[src/rtl/gt_link_reset_ctrl.sv]
// GT link bring-up sequencer: TX then RX reset pulses, reset-done waits, lane
// settle qualification, link-drop debounce and bounded RX retries.
module gt_link_reset_ctrl #(
  parameter int NUM_LANES        = 4,
  parameter int RST_PULSE_CYCLES = 64,
  parameter int TIMEOUT_CYCLES   = 67108864,
  parameter int SETTLE_CYCLES    = 1048576,
  parameter int DEBOUNCE_CYCLES  = 8,
  parameter int MAX_RETRY        = 4,
  parameter int CNT_W            = 27
) (
  input  logic                 clk,
  input  logic                 reset,
  input  logic                 force_reinit,
  input  logic                 tx_reset_done,
  input  logic                 rx_reset_done,
  input  logic [NUM_LANES-1:0] rx_status,
  output logic                 gtwiz_tx_reset,
  output logic                 gtwiz_rx_reset,
  output logic                 channel_up,
  output logic                 user_reset,
  output logic [2:0]           retry_cnt,
  output logic [7:0]           link_drop_cnt
);

  typedef enum logic [5:0] {
    TX_RST  = 6'b000001,
    TX_WAIT = 6'b000010,
    RX_RST  = 6'b000100,
    RX_WAIT = 6'b001000,
    SETTLE  = 6'b010000,
    UP      = 6'b100000
  } state_t;

  localparam logic [CNT_W-1:0] PULSE_LAST   = CNT_W'(RST_PULSE_CYCLES - 1);
  localparam logic [CNT_W-1:0] TIMEOUT_LAST = CNT_W'(TIMEOUT_CYCLES - 1);
  localparam logic [CNT_W-1:0] SETTLE_LAST  = CNT_W'(SETTLE_CYCLES - 1);
  localparam logic [CNT_W-1:0] DEB_LAST     = CNT_W'(DEBOUNCE_CYCLES - 1);
  localparam logic [CNT_W-1:0] CNT_ONE      = CNT_W'(1);
  localparam logic [2:0]       RETRY_LAST   = 3'(MAX_RETRY - 1);

  state_t           state_r, state_s;
  logic [CNT_W-1:0] cnt_r, cnt_s;
  logic [CNT_W-1:0] stab_r, stab_s;
  logic [2:0]       retry_r, retry_s;
  logic [7:0]       drop_r, drop_s;
  logic             all_good_s;
  logic             timeout_s;
  state_t           retry_state_s;
  logic [2:0]       retry_next_s;

  assign all_good_s    = &rx_status;
  assign timeout_s     = (cnt_r == TIMEOUT_LAST);
  // A retry either re-pulses RX or, once the budget is spent, escalates to a full re-init.
  assign retry_state_s = (retry_r == RETRY_LAST) ? TX_RST : RX_RST;
  assign retry_next_s  = (retry_r == RETRY_LAST) ? 3'd0 : (retry_r + 3'd1);

  // Next-state and counter update logic
  always_comb begin
    state_s = state_r;
    cnt_s   = cnt_r;
    stab_s  = stab_r;
    retry_s = retry_r;
    drop_s  = drop_r;
    if (force_reinit) begin
      state_s = TX_RST;
      retry_s = 3'd0;
    end else begin
      case (state_r)
        TX_RST: begin
          if (cnt_r == PULSE_LAST) state_s = TX_WAIT;
          else                     state_s = TX_RST;
        end
        TX_WAIT: begin
          if (tx_reset_done)  state_s = RX_RST;
          else if (timeout_s) state_s = TX_RST;
          else                state_s = TX_WAIT;
        end
        RX_RST: begin
          if (cnt_r == PULSE_LAST) state_s = RX_WAIT;
          else                     state_s = RX_RST;
        end
        RX_WAIT: begin
          if (rx_reset_done) begin
            state_s = SETTLE;
          end else if (timeout_s) begin
            state_s = retry_state_s;
            retry_s = retry_next_s;
          end else begin
            state_s = RX_WAIT;
          end
        end
        SETTLE: begin
          if (all_good_s && (stab_r == SETTLE_LAST)) begin
            state_s = UP;
            retry_s = 3'd0;
          end else if (timeout_s) begin
            state_s = retry_state_s;
            retry_s = retry_next_s;
          end else if (all_good_s) begin
            stab_s = stab_r + CNT_ONE;
          end else begin
            stab_s = '0;
          end
        end
        UP: begin
          if (all_good_s) begin
            stab_s = '0;
          end else if (stab_r == DEB_LAST) begin
            state_s = RX_RST;
            if (drop_r == 8'hFF) drop_s = drop_r;
            else                 drop_s = drop_r + 8'd1;
          end else begin
            stab_s = stab_r + CNT_ONE;
          end
        end
        default: begin
          state_s = TX_RST;
          retry_s = 3'd0;
        end
      endcase
    end
    // Force restarts the pulse even when the state itself does not change.
    if (force_reinit || (state_s != state_r)) begin
      cnt_s  = '0;
      stab_s = '0;
    end else if (state_r == UP) begin
      cnt_s = '0;
    end else begin
      cnt_s = cnt_r + CNT_ONE;
    end
  end

  // State and counter registers
  always_ff @(posedge clk) begin
    if (reset) begin
      state_r <= TX_RST;
      cnt_r   <= '0;
      stab_r  <= '0;
      retry_r <= 3'd0;
      drop_r  <= 8'd0;
    end else begin
      state_r <= state_s;
      cnt_r   <= cnt_s;
      stab_r  <= stab_s;
      retry_r <= retry_s;
      drop_r  <= drop_s;
    end
  end

  assign gtwiz_tx_reset = (state_r == TX_RST);
  assign gtwiz_rx_reset = (state_r == TX_RST) || (state_r == RX_RST);
  assign channel_up     = (state_r == UP);
  assign user_reset     = (state_r != UP);
  assign retry_cnt      = retry_r;
  assign link_drop_cnt  = drop_r;

endmodule

[config.mk]
export PLATFORM = sky130hd
export DESIGN_NAME = gt_link_reset_ctrl
export DESIGN_NICKNAME = d
export VERILOG_FILES = /design/src/rtl/gt_link_reset_ctrl.sv
export SDC_FILE = /design/constraint.sdc
export NUM_CORES = 1
export LEC_CHECK = 0
export ABC_AREA = 1
export CAP_MARGIN = 15
export CORE_MARGIN = 2
export CORE_UTILIZATION = 49
export DETAILED_ROUTE_END_ITERATION = 8
export PLACE_DENSITY = 0.67
export SYNTH_ARGS = -nofsm -noshare
export SYNTH_HDL_FRONTEND = slang
export SYNTH_SLANG_ARGS = --single-unit
[constraint.sdc]
create_clock -name clk -period 2.3 [get_ports clk]
set_input_delay 0.46 -clock clk [delete_from_list [all_inputs] [get_ports clk]]
set_output_delay 0.46 -clock clk [all_outputs]
set_load 0.05 [all_outputs]
==> results.ini <==
[status]
status = finished clean

[placement]
io_buffers = 23
preCtsSetupSlack_ns = -0.2998
dp.final_hpwl_um = 7762
place_congestion = 0.8901
placed_cell_area_um2 = 4917

[clock_network]
cts-buffers-inserted = 9
cts_hold_buf = 0
cts_tree = yes
htree_levels = 3
cts_num_sinks = 71
root_buffer = clkbuf_8
clk-insertion-delay-late_ns = 0.35
path_clk_slew_ns = 0.07
cts_buffer_depth = 2

[global_routing]
grt_pass1_vias = 3946
grt_usage_pct = 21.79
overflow = 0
grt_pass1_wl_um = 17490
antenna_found_initial = 0
grt_max_degree = 28

[critical_path]
cp-start-kind = primary input
crit_path_cell_trace = clkdlybuf4s50_1 -> nand2_1 -> inv_1 -> nand2_2 -> nand2_1 -> nor2_2 -> nand2_2 -> nand2_2 -> nand2_2 -> nand3_1 -> nand2_1 -> inv_1 -> nor2_2 -> nand3_2 -> nor2_4 -> nand3_4 -> clkbuf_16 -> nor2_1
critPathKind = primary input to flop
crit_required_ns = 2.59
crit_slowest_cell = clkdlybuf4s50_1
arrival_ns = 2.58
crit_family = simple AND/OR/NAND/NOR gates
crit_top_cell = nand2_2
end_kind = flop
reg2reg_slack_ns = 0.07
path_max_fanout = 7
path_buf_inv = 4
cp_slowest_stage_delay_ns = 0.48

[synthesis]
synth_top_area_share_pct = 32.93
yosysSeqAreaShare_pct = 32.93
async_flop_share_pct = 0
synth.largest_area_cell = dfxtp_1
yosys-top-cells-area = dfxtp_1 33%, nand2_1 12%, nor2_1 11%
ys_seq_elements = 71
yosys_warnings = 0
netlist_area_um2 = 4317
synth_nets = 678
netlist_instances = 665
synth_area_per_cell_um2 = 6.491
synth-main-ff-cell = dfxtp_1
synth-edff-count = 0
synth_cell_types = 31

[finish]
layout_common_cells = 127 x nand2_1, 102 x nor2_1, 101 x inv_1, 64 x dfxtp_1, 52 x nor2_2
layout-drive-gt1-share_pct = 22.76
nFillCells = 789
final_area_um2 = 5446
final_nets = 756
syn_to_final_growth_pct = 26.17
final_core_util_pct = 63.07
final_common_cell = nand2_1
antenna-diode-count = 0

[timing]
setup_viol = 0
hold_violations = 0
rsz0062_at_grt = true
slew_headroom_pct = 63.59
fin_ws_ns = 0.001430
fmax_mhz = 435.1
whs_ns = 0.4363
post-route-period-util_pct = 99.94
finClkSkew_ns = 0.01149
period_needed_ns = 2.299
drv_slew = 0
tightest_slew_ns = 0.5444

[run]
maxCapViolCount = 0

[power]
vdd_drop_max_uv = 275.7
power_leakage_uw = 0.002160
power_uw = 2269
power_density_nw_per_um2 = 416.6

[floorplanning]
die_area_um2 = 9577
core_area_um2 = 8636
io-pin-count = 24
initial_core_util_pct = 49.99
die_x_um = 97.86
chipHeight_um = 97.86
rows = 34

[detailed_routing]
wire_per_inst_um = 12.69
drc = 0
initialDrtViolationCount = 234
wl_um = 10850
antenna_left = 0
dr_total_vias = 4348
first_pass_iters = 5
viasPerCell = 5.085

[worst_hold_path]
hp-class = flop to flop

## area by class of cell
cell class / count / area, µm² / share of cell area [%]
Multi-Input combinational cell: 481 / 2597 / 47.69
Clock buffer: 12 / 165.2 / 3.032
Timing Repair Buffer: 76 / 708.2 / 13.00
Sequential cell: 71 / 1433 / 26.30
Tap cell: 108 / 135.1 / 2.481
Clock inverter: 3 / 17.52 / 0.3216
Inverter: 104 / 390.4 / 7.167
## routing by layer
metal	share of wire, %	global-route usage [%]	vias up	wire, µm
met1	48	29.56	2003	5179
met4	1.3	7.585	0	144
met5	0	0	-	0
met2	47	35.67	102	5065
met3	4.3	3.006	16	464
li1	-	-	2227	-
## report_power, final
group | switching, µW | leakage [µW] | internal [µW] | total (µW)
clock network | 475 | 0.0000942 | 471 | 946
logic | 51.0 | 0.00149 | 40.9 | 91.9
registers | 2.04 | 0.000576 | 1230 | 1230
total | 528 | 0.00216 | 1740 | 2270
## per-stage QoR
step,TNS [ns],instances
6_report,0,855
5_1_grt,-5.594,855
4_1_cts,0,843
3_5_place_dp,-15.07,826
3_3_place_gp,-12.87,826
2_1_floorplan,0,665
## synth_stat cells (6+ instances only)
| master | count |
|---|---|
| a21oi_1 | 14 |
| buf_6 | 6 |
| dfxtp_1 | 71 |
| inv_1 | 102 |
| nand2_1 | 137 |
| nand3_1 | 38 |
| nand4_1 | 25 |
| nor2_1 | 128 |
| nor2_2 | 29 |
| nor3_1 | 23 |
| o21ai_0 | 18 |
| xnor2_1 | 7 |
| xor2_1 | 36 |
## logic make-up after synthesis
kind of cell               Yosys count  synth area share, %
and+or+nand+nor                    398                41.80
buffers and inverters              113                11.01
DFF                                 71                32.93
xor gates and xnor gates            43                8.725
AOI/OAI and AO/OA                   36                4.377
adders and majority gates            4                1.159
## final timing paths
path           startpoint       end  cells past startpoint
max          rx_status[1]  cnt_r[6]                     18
min              cnt_r[0]  cnt_r[0]                      1
min reg2reg      cnt_r[0]  cnt_r[0]                      1
max reg2reg      cnt_r[0]  cnt_r[6]                     17
## sequential cells by signal, indices dropped and copies added (netlist names)
signal         flops
cnt_r             27
link_drop_cnt      8
retry_cnt          3
stab_r            27
state_r            6
## timing repair
action	CTS	global route
gates cloned	0	3
setup endpoints to repair	54	57
setup buffers	2	9
pin swaps	1	16
resized for setup	1	64
No activity file was read; power rests on OpenSTA's default activity.
